`config.mk`:
```
export PLATFORM = sky130hd
export DESIGN_NAME = regfile_wb_arbiter
export DESIGN_NICKNAME = d
export VERILOG_FILES = /design/src/rtl/regfile_wb_arbiter.sv
export SDC_FILE = /design/constraint.sdc
export NUM_CORES = 1
export LEC_CHECK = 0
export ABC_AREA = 0
export CAP_MARGIN = 10
export CORE_UTILIZATION = 48
export CTS_CLUSTER_DIAMETER = 150
export DETAILED_ROUTE_END_ITERATION = 10
export MAX_ROUTING_LAYER = met4
export PLACE_DENSITY = 0.85
export SYNTH_ARGS = -nofsm -noshare
export SYNTH_HDL_FRONTEND = slang
export SYNTH_SLANG_ARGS = --single-unit
```
`constraint.sdc`:
```
create_clock -name clk -period 4.8 [get_ports clk]
set_input_delay 0.72 -clock clk [delete_from_list [all_inputs] [get_ports clk]]
set_output_delay 0.72 -clock clk [all_outputs]
set_load 0.03 [all_outputs]
```
`src/rtl/regfile_wb_arbiter.sv`:
```
// Write-back arbiter for the dual-write-port register file: pipes write through,
// long-latency results queue in a small FIFO and drain into idle write ports.
module regfile_wb_arbiter #(
    parameter int unsigned DEPTH        = 4,
    parameter int unsigned STARVE_LIMIT = 8
) (
    input  logic                      clk,
    input  logic                      rst,
    input  logic                      p0_we,
    input  logic [4:0]                p0_waddr,
    input  logic [31:0]               p0_wdata,
    input  logic                      p1_we,
    input  logic [4:0]                p1_waddr,
    input  logic [31:0]               p1_wdata,
    input  logic                      ll_valid,
    output logic                      ll_ready,
    input  logic [4:0]                ll_waddr,
    input  logic [31:0]               ll_wdata,
    output logic                      we1,
    output logic [4:0]                waddr1,
    output logic [31:0]               wdata1,
    output logic                      we2,
    output logic [4:0]                waddr2,
    output logic [31:0]               wdata2,
    output logic [31:0]               pend_mask,
    output logic [$clog2(DEPTH):0]    ll_count,
    output logic                      stall_req
);

    localparam int unsigned AW = $clog2(DEPTH);
    localparam int unsigned CW = AW + 1;
    localparam int unsigned SW = $clog2(STARVE_LIMIT + 1);

    logic [4:0]    r_addr [DEPTH];
    logic [31:0]   r_data [DEPTH];
    logic [AW-1:0] r_head;
    logic [AW-1:0] r_tail;
    logic [CW-1:0] r_count;
    logic [SW-1:0] r_starve;

    logic          w_p0_act;
    logic          w_p1_act;
    logic          w_has1;
    logic          w_has2;
    logic [AW-1:0] w_next_idx;
    logic [1:0]    w_pops;
    logic          w_push;

    assign w_p0_act   = p0_we && (p0_waddr != 5'd0);
    assign w_p1_act   = p1_we && (p1_waddr != 5'd0);
    assign w_has1     = (r_count != CW'(0));
    assign w_has2     = (r_count >= CW'(2));
    assign w_next_idx = r_head + AW'(1);

    // Ready depends only on registered occupancy; pops this cycle do not raise it.
    assign ll_ready  = !rst && (r_count < CW'(DEPTH));
    assign w_push    = ll_valid && ll_ready && (ll_waddr != 5'd0);
    assign ll_count  = r_count;
    assign stall_req = !rst && (r_starve == SW'(STARVE_LIMIT));

    // Port selection: pipes own their fixed port, FIFO head fills whatever is idle.
    always_comb begin
        we1    = 1'b0;
        waddr1 = 5'd0;
        wdata1 = 32'd0;
        we2    = 1'b0;
        waddr2 = 5'd0;
        wdata2 = 32'd0;
        w_pops = 2'd0;
        if (!rst) begin
            if (w_p0_act) begin
                we1    = 1'b1;
                waddr1 = p0_waddr;
                wdata1 = p0_wdata;
            end
            if (w_p1_act) begin
                we2    = 1'b1;
                waddr2 = p1_waddr;
                wdata2 = p1_wdata;
            end
            case ({w_p0_act, w_p1_act})
                2'b01: begin
                    if (w_has1) begin
                        we1    = 1'b1;
                        waddr1 = r_addr[r_head];
                        wdata1 = r_data[r_head];
                        w_pops = 2'd1;
                    end
                end
                2'b10: begin
                    if (w_has1) begin
                        we2    = 1'b1;
                        waddr2 = r_addr[r_head];
                        wdata2 = r_data[r_head];
                        w_pops = 2'd1;
                    end
                end
                2'b00: begin
                    if (w_has2) begin
                        we1    = 1'b1;
                        waddr1 = r_addr[r_head];
                        wdata1 = r_data[r_head];
                        we2    = 1'b1;
                        waddr2 = r_addr[w_next_idx];
                        wdata2 = r_data[w_next_idx];
                        w_pops = 2'd2;
                    end else if (w_has1) begin
                        we1    = 1'b1;
                        waddr1 = r_addr[r_head];
                        wdata1 = r_data[r_head];
                        w_pops = 2'd1;
                    end
                end
                default: ;
            endcase
        end
    end

    // Pending mask covers every valid entry, including ones draining this cycle.
    always_comb begin
        pend_mask = 32'd0;
        if (!rst) begin
            for (int k = 0; k < int'(DEPTH); k++) begin
                if (CW'(k) < r_count) begin
                    pend_mask[r_addr[r_head + AW'(k)]] = 1'b1;
                end
            end
        end
    end

    always_ff @(posedge clk) begin
        if (w_push) begin
            r_addr[r_tail] <= ll_waddr;
            r_data[r_tail] <= ll_wdata;
        end
    end

    always_ff @(posedge clk) begin
        if (rst) begin
            r_head  <= '0;
            r_tail  <= '0;
            r_count <= '0;
        end else begin
            if (w_push) begin
                r_tail <= r_tail + AW'(1);
            end
            r_head  <= r_head + AW'(w_pops);
            r_count <= r_count + CW'(w_push) - CW'(w_pops);
        end
    end

    // Starve counter: age of an undrained head, saturating at the limit.
    always_ff @(posedge clk) begin
        if (rst) begin
            r_starve <= '0;
        end else if (!w_has1 || (w_pops != 2'd0)) begin
            r_starve <= '0;
        end else if (r_starve != SW'(STARVE_LIMIT)) begin
            r_starve <= r_starve + SW'(1);
        end
    end

endmodule

```
==> results.yml <==
status:
  status: "finished, final reports clean"
logic_synthesis:
  synth_top_family_by_area: "compound AO/OA/AOI/OAI gates"
  syn_inst: 966
  netlist_area_um2: 11200
  ys_warn_count: 0
  ys_ff_latch: 159
  synth_common_cells: "edfxtp_1 (148), nand2_1 (106), a21oi_1 (88), mux4_2 (79), clkbuf_1 (76)"
  synth_area_leaders: "edfxtp_1 (40%), mux4_2 (16%), a21oi_1 (3.9%)"
  synth_nets: 1097
  synth_top_area_share_pct: 39.8
  ys.flop_type: "edfxtp_1"
  synth_compound_area_share_pct: 21.0
  yosys.area_share.simple_pct: 12.8
  ys_seq_area_share_pct: 41.7
  syn-mean-instance-area_um2: 11.6
  synth_mux_area_share_pct: 17.2
  synthXorXnorAreaFrac_pct: 0.549
  yosys.area_share.adder_pct: 1.75
  synth_edf_count: 148
  synth_most_common_cell: "edfxtp_1"
  synth-async-reset-ratio_pct: 0
  synth.distinct_cells: 52
  synth_top_area_cell: "edfxtp_1"
timing:
  fin_crit_sh_pct: 96.1
  tns_ns: 0
  max_freq_mhz: 217
  finClkSkew_ns: 0.00979
  setup_violations: 0
  whs_ns: 0.507
  rsz0062_at_grt: "false"
  slew_headroom_pct: 23.6
  finalCriticalPeriod_ns: 4.61
  slew_viol_final: 0
  setup_ws_ns: 0.185
  worst_pin_slew_ns: 1.15
  hold_viol_final: 0
global_routing:
  grt_use_met1_pct: 38.7
  grtUsageTotal_pct: 31.1
  top_usage_layer: "met2"
  gr-usage-met2_pct: 49.0
  antenna_found_initial: 2
  grt_pass1_vias: 9598
  grt_first_pass_wirelength_mm: 54.7
  grt-ovfl-total: 0
  grt_max_degree: 67
  gr-usage-met3_pct: 6.02
clock_tree:
  clk-insertion-delay-late_ns: 0.44
  h-tree-depth: 4
  clkSinkCount: 159
  cts_buffers: 17
  cts_root_buf: "clkbuf_16"
  cts_buffer_depth: 2
  cts_tree: "yes"
  cts_setup_buffers: 0
  path_clk_slew_ns: 0.07
  hold_buffers: 0
  post_cts_resized: 0
critical_path:
  r2r_setup_slack_ns: 1.65
  reg2reg_from: "ll_count[2]"
  worstRegToRegCells: 10
  critPathLaunchType: "input pin"
  critPathKind: "input pin to output pin"
  crit_required_ns: 4.08
  crit_fanout: 22
  crit_arrival_ns: 3.89
  r2r-end: "ll_count[2]"
  endpoint_kind: "output pin"
drt:
  first_pass_iters: 8
  vias: 10078
  vias_per_cell: 6.99
  wl_per_cell_um: 24.9
  drtIter0Drc: 1065
  wirelength_mm: 35.9
  drc: 0
  ant_nets: 0
placed_design:
  numPlacedInstances: 1407
  gp_congestion: 0.952
  port_buffers: 228
  post_dp_cell_area_um2: 13500
  dp_hpwl_mm: 24.8
  pre_cts_ws_ns: 0.272
die:
  die_h_um: 155
  fp-row-count: 55
  io_pins: 229
  start_util_pct: 49.2
  core_um2: 22700
  die-area_um2: 23900
  die_x_um: 155
worst_hold_path:
  whs_path_depth: 2
  min-delay-start: "r_starve[2]"
  hold_end: "r_starve[2]"
  worstHoldPathType: "register to register"
cells_and_area:
  final_util_pct: 62.1
  area_growth_pct: 26.2
  final_nets: 1272
  layout-drive-gt1-share_pct: 23.4
  fillers: 1766
  finalNonFillerCells: 1442
  final_cell_area_um2: 14100
power:
  finalPower_mw: 5.77
  total_leakage_power_nw: 4.56
  powerDensity_nw_per_um2: 409
  max-vdd-ir-drop_v: 0.000346
flow_run:
  drv_cap: 0
## state kept, by name, summed over array words and instances (netlist names)
name      flops
r_data      128
r_addr       20
r_starve      4
ll_count      3
r_head        2
r_tail        2
## worst max path at each step
stage	start	slack (ns)	to	cells past startpoint
finish	p1_waddr[1]	0.19	waddr2[0]	11
global route	p1_waddr[1]	0.04	wdata1[30]	11
CTS	p1_waddr[1]	0.25	waddr2[3]	11
detailed placement	p1_waddr[1]	0.27	waddr2[3]	11
global placement	p1_waddr[1]	0.36	waddr2[3]	11
floorplan	p1_waddr[1]	0.17	ll_count[2]	19
## critical path, cell delays in order
cell	delay [ns]
clkdlybuf4s50_1	0.46
or4_1	0.57
o21a_2	0.32
inv_1	0.13
ha_1	0.25
buf_4	0.26
and2_2	0.18
buf_4	0.28
nand2_1	0.11
a31oi_1	0.37
buf_4	0.24
## layout by cell type, fill, tap and decap left out, types with 9 or more instances in the layout
cell type / n
clkdlybuf4s50_1: 151
edfxtp_1: 148
nand2_1: 106
buf_4: 105
a21oi_1: 88
mux4_2: 79
a31oi_1: 61
a22oi_1: 40
o211ai_1: 36
o2111ai_1: 33
nor2_1: 23
and3_1: 22
a21o_1: 21
a211oi_1: 20
a32oi_1: 19
clkbuf_16: 17
nand3_1: 16
nor2b_1: 14
a21bo_2: 14
ha_1: 14
and2_1: 12
inv_1: 11
dfxtp_1: 9
## power breakdown
| part | internal, mW | total, mW | switching (mW) |
|---|---|---|---|
| clock network | 0.755 | 1.39 | 0.638 |
| registers | 1.59 | 1.67 | 0.0887 |
| logic | 1.04 | 2.70 | 1.66 |
| total | 3.38 | 5.77 | 2.39 |
## layout make-up
cell class / instances / area [um2] / area share (%)
multi-input cells: 689 / 5980 / 42.4
flip-flops and latches: 159 / 4670 / 33.1
repair buffers: 263 / 2440 / 17.3
clock buffers: 17 / 425 / 3.01
well taps: 285 / 357 / 2.53
clock inverters: 15 / 185 / 1.31
inverters: 11 / 41.3 / 0.293
diodes: 3 / 7.51 / 0.0532
## cells by family after synthesis
kind of cell	Yosys count
adders and majority gates	15
buffers and inverters	118
DFF	159
and+or+nand+nor	241
AOI/OAI and AO/OA	341
muxes	85
xor gates and xnor gates	7
## metal layers
metal	vias to the layer above	part of all wire, %	wire, um
met5	-	0	0
li1	4298	-	-
met2	763	48	17300
met3	121	11	3810
met4	0	4.0	1430
met1	4896	37	13400
No activity file was read; power rests on OpenSTA's default activity.
